File: src/rtl/max_sched_pkg.sv
// Shared types and defaults for the max_job_sched scheduler slice.
package max_sched_pkg;

  localparam int unsigned NUM_REQ_DEF = 4;
  localparam int unsigned INP_BW_DEF  = 8;
  localparam int unsigned IDX_W_DEF   = $clog2(NUM_REQ_DEF);
  localparam int unsigned STATE_W     = 2;

  typedef enum logic [STATE_W-1:0] {
    S_IDLE  = 2'd0,
    S_START = 2'd1,
    S_RUN   = 2'd2,
    S_DONE  = 2'd3
  } sched_state_e;

endpackage

File: src/rtl/rr_arbiter.sv
// Combinational circular-priority pick: first set request at or above ptr.
module rr_arbiter #(
  parameter int unsigned N     = 4,
  parameter int unsigned IDX_W = 2
) (
  input  logic [N-1:0]     req,
  input  logic [IDX_W-1:0] ptr,
  output logic [N-1:0]     gnt,
  output logic [IDX_W-1:0] idx,
  output logic             any
);

  int unsigned      pos;
  logic [IDX_W-1:0] pos_i;

  // Walk the requesters starting at ptr, wrapping once; the first hit wins.
  always_comb begin
    gnt   = '0;
    idx   = '0;
    any   = 1'b0;
    pos   = 0;
    pos_i = '0;
    for (int unsigned i = 0; i < N; i++) begin
      pos = 32'(ptr) + i;
      if (pos >= N) pos = pos - N;
      pos_i = IDX_W'(pos);
      if (!any && req[pos_i]) begin
        any        = 1'b1;
        gnt[pos_i] = 1'b1;
        idx        = pos_i;
      end
    end
  end

endmodule

File: src/rtl/max_job_sched.sv
// Round-robin scheduler sharing one max_computer engine among NUM_REQ requesters.
// Optional RUN-state timeout enabled by defining MAX_JOB_SCHED_TMO_EN.
module max_job_sched
  import max_sched_pkg::*;
#(
  parameter int unsigned NUM_REQ = NUM_REQ_DEF,
  parameter int unsigned INP_BW  = INP_BW_DEF,
  parameter int unsigned TMO_CYC = 1024
) (
  input  logic                      i_clk,
  input  logic                      reset,
  input  logic [NUM_REQ-1:0]        i_req,
  output logic [NUM_REQ-1:0]        o_gnt,
  input  logic [NUM_REQ-1:0]        i_rdy_vec,
  input  logic [NUM_REQ*INP_BW-1:0] i_rdata_vec,
  output logic [NUM_REQ-1:0]        o_rd_vec,
  output logic                      o_eng_start_p,
  output logic                      o_eng_rdy,
  output logic [INP_BW-1:0]         o_eng_rdata,
  input  logic                      i_eng_rd,
  input  logic                      i_eng_vld_p,
  input  logic [INP_BW-1:0]         i_eng_max_val,
  output logic [NUM_REQ-1:0]        o_done_p,
  output logic [INP_BW-1:0]         o_result,
  output logic                      o_busy,
  output logic                      o_err_p
);

  localparam int unsigned IDX_W = $clog2(NUM_REQ);

  // Reject illegal configurations at elaboration.
  if (NUM_REQ < 2 || NUM_REQ > 8 || TMO_CYC < 1) begin : g_param_err
    $error("max_job_sched: NUM_REQ must be 2..8 and TMO_CYC >= 1");
  end

  sched_state_e       state_q, state_d;
  logic [IDX_W-1:0]   ptr_q, ptr_d;
  logic [IDX_W-1:0]   gnt_idx_q, gnt_idx_d;
  logic [NUM_REQ-1:0] last_done_q;
  logic [NUM_REQ-1:0] gnt_d, done_d;
  logic               start_d, busy_d, err_d;
  logic [INP_BW-1:0]  result_d;
  logic [NUM_REQ-1:0] elig;
  logic [NUM_REQ-1:0] arb_gnt;
  logic [IDX_W-1:0]   arb_idx;
  logic               arb_any;
  logic               tmo_hit;

  // A requester just served is masked for one IDLE cycle so others get a turn.
  assign elig = i_req & ~last_done_q;

  rr_arbiter #(.N(NUM_REQ), .IDX_W(IDX_W)) u_arb (
    .req (elig),
    .ptr (ptr_q),
    .gnt (arb_gnt),
    .idx (arb_idx),
    .any (arb_any)
  );

`ifdef MAX_JOB_SCHED_TMO_EN
  localparam int unsigned CNT_W = $clog2(TMO_CYC) + 1;
  logic [CNT_W-1:0] run_cnt_q;

  // Count RUN cycles; held at zero outside RUN so it restarts on every entry.
  always_ff @(posedge i_clk) begin
    if (reset || state_q != S_RUN) run_cnt_q <= '0;
    else                           run_cnt_q <= run_cnt_q + 1'b1;
  end

  assign tmo_hit = (state_q == S_RUN) && (run_cnt_q == CNT_W'(TMO_CYC - 1));
`else
  assign tmo_hit = 1'b0;
`endif

  // State register.
  always_ff @(posedge i_clk) begin
    if (reset) state_q <= S_IDLE;
    else       state_q <= state_d;
  end

  // Next-state and next-value logic for all registered outputs.
  always_comb begin
    state_d   = state_q;
    gnt_d     = o_gnt;
    gnt_idx_d = gnt_idx_q;
    ptr_d     = ptr_q;
    start_d   = 1'b0;
    done_d    = '0;
    err_d     = 1'b0;
    result_d  = o_result;
    unique case (state_q)
      S_IDLE: begin
        if (arb_any) begin
          gnt_d     = arb_gnt;
          gnt_idx_d = arb_idx;
          start_d   = 1'b1;
          state_d   = S_START;
        end
      end
      S_START: state_d = S_RUN;
      S_RUN: begin
        if (i_eng_vld_p) begin
          result_d = i_eng_max_val;
          done_d   = o_gnt;
          state_d  = S_DONE;
        end else if (tmo_hit) begin
          result_d = '0;
          err_d    = 1'b1;
          done_d   = o_gnt;
          state_d  = S_DONE;
        end
      end
      S_DONE: begin
        gnt_d   = '0;
        ptr_d   = (gnt_idx_q == IDX_W'(NUM_REQ - 1)) ? '0 : gnt_idx_q + 1'b1;
        state_d = S_IDLE;
      end
      default: state_d = S_IDLE;
    endcase
    busy_d = (state_d != S_IDLE);
  end

  // Output and bookkeeping registers.
  always_ff @(posedge i_clk) begin
    if (reset) begin
      o_gnt         <= '0;
      gnt_idx_q     <= '0;
      ptr_q         <= '0;
      o_eng_start_p <= 1'b0;
      o_done_p      <= '0;
      last_done_q   <= '0;
      o_result      <= '0;
      o_busy        <= 1'b0;
      o_err_p       <= 1'b0;
    end else begin
      o_gnt         <= gnt_d;
      gnt_idx_q     <= gnt_idx_d;
      ptr_q         <= ptr_d;
      o_eng_start_p <= start_d;
      o_done_p      <= done_d;
      last_done_q   <= o_done_p;
      o_result      <= result_d;
      o_busy        <= busy_d;
      o_err_p       <= err_d;
    end
  end

  // Zero-latency routing between the granted requester and the engine.
  always_comb begin
    o_eng_rdata = '0;
    for (int unsigned k = 0; k < NUM_REQ; k++) begin
      if (o_gnt[k]) o_eng_rdata = o_eng_rdata | i_rdata_vec[k*INP_BW +: INP_BW];
    end
  end

  assign o_eng_rdy = (state_q == S_RUN) && (|(i_rdy_vec & o_gnt));
  assign o_rd_vec  = o_gnt & {NUM_REQ{i_eng_rd}};

endmodule

File: config.mk
export PLATFORM = sky130hd
export DESIGN_NAME = max_job_sched
export DESIGN_NICKNAME = d
export VERILOG_FILES = /design/src/rtl/max_sched_pkg.sv /design/src/rtl/rr_arbiter.sv /design/src/rtl/max_job_sched.sv
export SDC_FILE = /design/constraint.sdc
export NUM_CORES = 1
export LEC_CHECK = 0
export BUFFER_PORTS_ARGS = -buffer_cell sky130_fd_sc_hd__buf_2
export CAP_MARGIN = 20
export CORE_AREA = 2 2 64 66
export DETAILED_ROUTE_END_ITERATION = 10
export DIE_AREA = 0 0 66 68
export PLACE_DENSITY = 0.83
export SLEW_MARGIN = 30
export SYNTH_ARGS = -nofsm -noshare
export SYNTH_HDL_FRONTEND = slang
export SYNTH_SLANG_ARGS = --single-unit
File: constraint.sdc
create_clock -name i_clk -period 3.81 [get_ports i_clk]
set_input_delay 0.762 -clock i_clk [delete_from_list [all_inputs] [get_ports i_clk]]
set_output_delay 0.762 -clock i_clk [all_outputs]
set_load 0.03 [all_outputs]
* Word-level counts from Yosys, hierarchy flattened *
Index checks and enable logic that the tools add are counted.

operators by class
  $add $sub $neg = 8
  reductions and logical operators = 20
  muxes and demuxes = 43
  equality and inequality tests = 5
  $lt $le $gt $ge = 12
  bitwise operators = 13

operators by type and width
  operator               count
  $mux W8                4
  $or A8 B8 Y8           3
  $mux W2                11
  $mux W4                5
  $mux W1                13
  $and A4 B4 Y4          3
  $lt A2 B3 Y1 const B   4
  $or A4 B4 Y4           3
  $ge A3 B3 Y1 const B   3
  $bmux W1 S2            4
  $demux W1 S2           4
  $ge A2 B1 Y1 const B   4
  $logic_and A1 B1 Y1    8
  $pmux W2 S4            1
  $pmux W4 S2            1
  $sub A2 B1 Y2 const B  4
  $add A2 B2 Y3 const B  2
  $eq A2 B2 Y1 const B   3
  $reduce_and A2 Y1      3
  $not A4 Y4             1
  $reduce_bool A2 Y1     2
  $reduce_or A4 Y1       1
  $add A2 B1 Y3 const B  1
  $ge A2 B3 Y1 const B   1
  other kinds (8)        12

storage, ports and cells
  output and inout bits = 32
  flip-flop bits (word level) = 28

* Longest topological paths before layout *
  depth after elaboration = 17
  gate-level depth with buffers = 8
  depth with buffers taken out = 7

* Cells and area by module *
Synthesis repeated with hierarchy kept, for this count alone.

unflattened totals
  cell total of the unflattened synthesis = 182
  area total of the unflattened synthesis = 1,690.4 um^2

modules (own cells, without submodules)
  module         times used  area each (um^2)  cells each  seq. area each (um^2)
  max_job_sched  1           1,268.7           137         560.5
  rr_arbiter     1           421.7             45          0.0

* Worst setup path after synthesis *
Ideal clock, no wire load.

  path type = reg2reg
  start = register ptr_q[0]
  end = register o_gnt[0]
  setup time = 117 ps
  cell stages (with the launch flop) = 9
  setup slack = 1,346 ps
  clock period less this slack = 2,464 ps
  data arrival time = 2,347 ps
  cell sequence = dfxtp_1 inv_2 ha_1 clkbuf_1 or4bb_1 and4_4 a41oi_4 a21oi_1 a32o_2

on the way
  cells in the longest elaborated chain, start to end = 16
  elaborated cells on any way between the ends = 64
  those cells by class = add/sub (7); order compare (12); eq/ne (1); mux (30); bitwise (3); reduce/logical (11)

RTL lines
  item                                                                    RTL line              text
  from (decl)                                                             max_job_sched.sv:37   logic [IDX_W-1:0] ptr_q, ptr_d;
  from (signal assigned)                                                  max_job_sched.sv:138  ptr_q <= ptr_d;
  parallel branches: the longest is 16 deep, another holds $add A2 B1 Y3  -
  to (signal assigned)                                                    max_job_sched.sv:136  o_gnt <= gnt_d;
  to (decl)                                                               max_job_sched.sv:13   output logic [NUM_REQ-1:0] o_gnt,

Parallel ways; which one is timed is not known. The select of a mux whose other input is x is not followed.
A chain may end at the register's enable or synchronous reset.

* Final worst setup path *
Same ends and word-level chain as after synthesis.

==> metrics.sh <==
H_TREE_DEPTH_REPORTED_BY_CTS=1
TOTAL_AREA_OF_MULTI_INPUT_COMBINATIONAL_CELLS_UM2=1206
POST-CTS-SETUP-BUFFER-COUNT=0
CLOCK_SINK_COUNT=28
FP.COREAREA_UM2=3856
CTSRESIZECOUNT=0
CRIT_BUF_INV=1
NFILLCELLS=347
INITIAL_CORE_UTIL_PCT=48.80
AVGVIACOUNTPERCELL=5.704
CP.ARRIVAL_NS=3.20
STATIC-LEAKAGE-POWER_uW=0.001074
NUM_ROWS=23
POWER.CLOCK.FRACTION_PCT=12.0
VDD_DROP_MAX_mV=0.3582
SETUP_TNS_NS=0
AREA_DELTA_SYNTH_FINAL_PCT=23.20
REPORT.POWER.TOTAL_uW=1304
WORSTMARGINPINSLEW_NS=0.5563
SYNTHESIS.INSTANCES=215
FINALWIRELENGTH_UM=4817
CLKSLEWWORSTSETUPHOLDPATHS_NS=0.08
COMBPWRFRAC_PCT=55.0
PLACE.DETAILED.HPWL_UM=3699
CTS_BUFFERS=3
YS.FLOP_TYPE='dfxtp_1'
GROUTE.USAGE.OVERALL_PCT=21.30
PATH_DELAY_FAMILY='simple AND/OR/NAND/NOR gates'
VIAS_IN_THE_FIRST_GLOBAL_ROUTE=1690
STATUS='finished clean'
YS_SEQ_AREA_SHARE_PCT=29.79
BOUNDARYPINS=84
WORSTPATHREQUIRED_NS=3.97
NUMBER_OF_FAILING_SETUP_ENDPOINTS_IN_THE_FINAL_TIMING_REPORT=0
FFS_LATCHES_SYNTH=28
SWITCHING_POWER_uW=623.1
DIE-WIDTH_UM=66
WORSTSETUPPATHDEPTH=7
RELSLEWSLACK_PCT=62.87
DRT-PASS1-ITER-COUNT=4
SYNTH_EDF_COUNT=0
YS_ASYNC_SR_FRACTION_PCT=0
SWITCH_SHARE_PCT=47.79
SYNTH_WARNINGS=0
FINISH.CELL_COUNT_WITHOUT_FILLERS=335
POSTSYNTHAREAPERCELL_UM2=8.753
PLACEDINSTANCEAREA_UM2=2277
NUMBER_OF_BUFFERS_BETWEEN_CLOCK_ROOT_AND_THE_DEEPEST_SINK=2
FINAL.MIN_CLOCK_PERIOD_NS=3.038
ROUTE.DETAILED.DRC=0
INITIAL_ANTENNA_VIOLATION_COUNT=0
FINALINSTANCEAREA_UM2=2318
GRT_START_MAX_NET_PINS=26
CTS_TREE='built'
CRIT_PATH_CELL_TRACE='inv_2 -> ha_1 -> or4bb_1 -> and4_4 -> a41oi_4 -> a21oi_1 -> a32o_2'
IO_BUFFER_COUNT=82
WORSTHOLDPATHTYPE='reg2reg'
FMAX_MHz=329.1
HOLD_PATH_DEPTH=2
DRV_CAP=0
NUMPLACEDINSTANCES=332
SKEW_NS=0.008489
GRT_PASS1_WL_UM=7500
POST-PLACE-WS_NS=0.8017
DRIVE_GT1_SHARE_PCT=33.33
PWR-SHARE-SEQ_PCT=33.0
R2R_CELLS=7
PERIOD_SHARE_PCT=79.75
FLOORPLAN.DIE_AREA_UM2=4488
CTS_HOLD_BUFFERS=0
AREA.SEQUENTIAL_UM2=560.5
GP_WEIGHTED_CONGESTION=0.9600
WORST_SETUP_SLACK_AFTER_LAYOUT_NS=0.7716
CRIT_TYPE='reg2reg'
CLK_ROOT_BUFFER_CELL='clkbuf_8'
CLK-INSERTION-DELAY-LATE_NS=0.27
GR-TOTAL-OVERFLOW=0
POWER-PER-CELL-AREA_nW_PER_UM2=562.4
MAPPEDNETLISTAREA_UM2=1882
INTERNAL_POWER_uW=680.9
CP_SLOWEST_STAGE_DELAY_NS=0.67
CRITICAL_PATH.SLOWEST_CELL='dfxtp_1'
DRT_ITER0_MARKERS=130
ROUTE.VIAS.TOTAL=1911
ANTENNADIODECOUNT=0
CRITICAL_PATH.MAX_FANOUT=15
POSTROUTEANTENNANETS=0
YOSYS.CELL_TYPES.COUNT=44
FINISH.NET_COUNT=352
WORST_SETUP_PATH_START_KIND='register'
FINAL_HOLD_VIOL_COUNT=0
RSZ_0062_RAISED_AFTER_GLOBAL_ROUTING='no'
POSTSYNTHNETCOUNT=280
CP-END-KIND='register'
FP.DIEH_UM=68
TIMING.FINAL.MAX_SLEW_VIOLATIONS=0
WL_CELL_UM=14.38
final cells by class:
type | instances | area share (%)
Tap cell | 50 | 2.698
Sequential cell | 28 | 24.18
Timing Repair Buffer | 82 | 17.70
Inverter | 10 | 1.619
Clock buffer | 3 | 1.781
Multi-Input combinational cell | 162 | 52.02
cell usage after synthesis, drive strengths merged, types with 7 or more instances:
cell	number	area, µm²
a21oi	13	65.06
ha	13	162.7
nor2	8	30.03
nor2b	8	50.05
o21ai	9	45.04
a22oi	19	142.6
nor3b	7	57.55
dfxtp	28	560.5
nand3	11	55.05
clkbuf	11	42.54
nand2	23	86.33
inv	10	37.53
routing by layer:
layer / global-route usage, % / routed length, µm
met5: 0 / 0
met4: 6.888 / 63
met3: 2.961 / 295
met2: 38.38 / 2525
met1: 26.34 / 1933
cells in the final DEF (no fill, tap or decap), types with 2 or more instances in the layout:
master,synthesis,routed
buf_2,1,82
dfxtp_1,28,28
nand2_1,23,23
a22oi_1,19,19
a21oi_1,13,13
ha_1,13,13
nand3_1,11,11
inv_1,9,9
o21ai_0,9,9
nor2b_1,8,8
nor2_1,8,8
nor3b_1,6,6
and2_1,4,4
mux2i_1,4,4
a41oi_1,4,4
mux4_2,3,3
nand4_1,3,3
nor3_1,3,3
o311ai_0,3,3
clkbuf_8,0,3
or4bb_1,2,2
or2b_1,2,2
nand2b_1,2,2
mux4_1,2,2
o211ai_1,2,2
o211a_1,2,2
o221ai_1,2,2
a32o_2,2,2
sequential cells by signal, indices dropped and copies added (netlist names), 2 cells and up:
register,count
gnt_idx_q,2
last_done_q,4
state_q,2
o_gnt,4
o_result,8
o_done_p,4
ptr_q,2
tightest hold or removal path, delay by kind of cell, from the launching register on:
family / cells / cell delay (ns)
DFF: 1 / 0.32
and+or+nand+nor: 1 / 0.05
AOI/OAI and AO/OA: 1 / 0.05
through the flow:
| step | util (%) | hold WS (ns) |
|---|---|---|
| after detailed placement | 59.05 | 0.4497 |
| after floorplan | - | 0.5208 |
| after global placement | 59.05 | 0.4400 |
| after CTS | 60.12 | 0.4634 |
| after global routing | 60.12 | 0.4783 |
| final | 60.12 | 0.4613 |
kinds of logic after synthesis:
logic type / after synthesis / synth area share, %
XOR/XNOR: 1 / 0.4655
adder cells (fa/ha/maj): 13 / 8.644
multiplexers: 9 / 8.510
other: 1 / 0.1993
flip-flops: 28 / 29.79
AND/OR/NAND/NOR: 78 / 22.94
buffers and inverters: 25 / 6.116
AO/OA/AOI/OAI: 60 / 23.34
worst paths after layout:
| check | start | endpoint | slack, ns |
|---|---|---|---|
| max reg2reg | ptr_q[0]$_SDFFE_PP0P_ | o_gnt[0]$_SDFFE_PP0P_ | 0.77 |
| min | o_result[4]$_SDFFE_PP0P_ | o_result[4]$_SDFFE_PP0P_ | 0.46 |
| max | ptr_q[0]$_SDFFE_PP0P_ | o_gnt[0]$_SDFFE_PP0P_ | 0.77 |
| min reg2reg | o_result[4]$_SDFFE_PP0P_ | o_result[4]$_SDFFE_PP0P_ | 0.46 |
power groups by stage:
stage / Clock [µW] / Sequential (µW) / Combinational [µW]
after floorplan: 0 / 448 / 519
after global placement: 0 / 436 / 702
after detailed placement: 0 / 438 / 716
after CTS: 158 / 432 / 719
after global routing: 169 / 441 / 780
final: 156 / 431 / 717
Power figures use the tool's default switching activity.
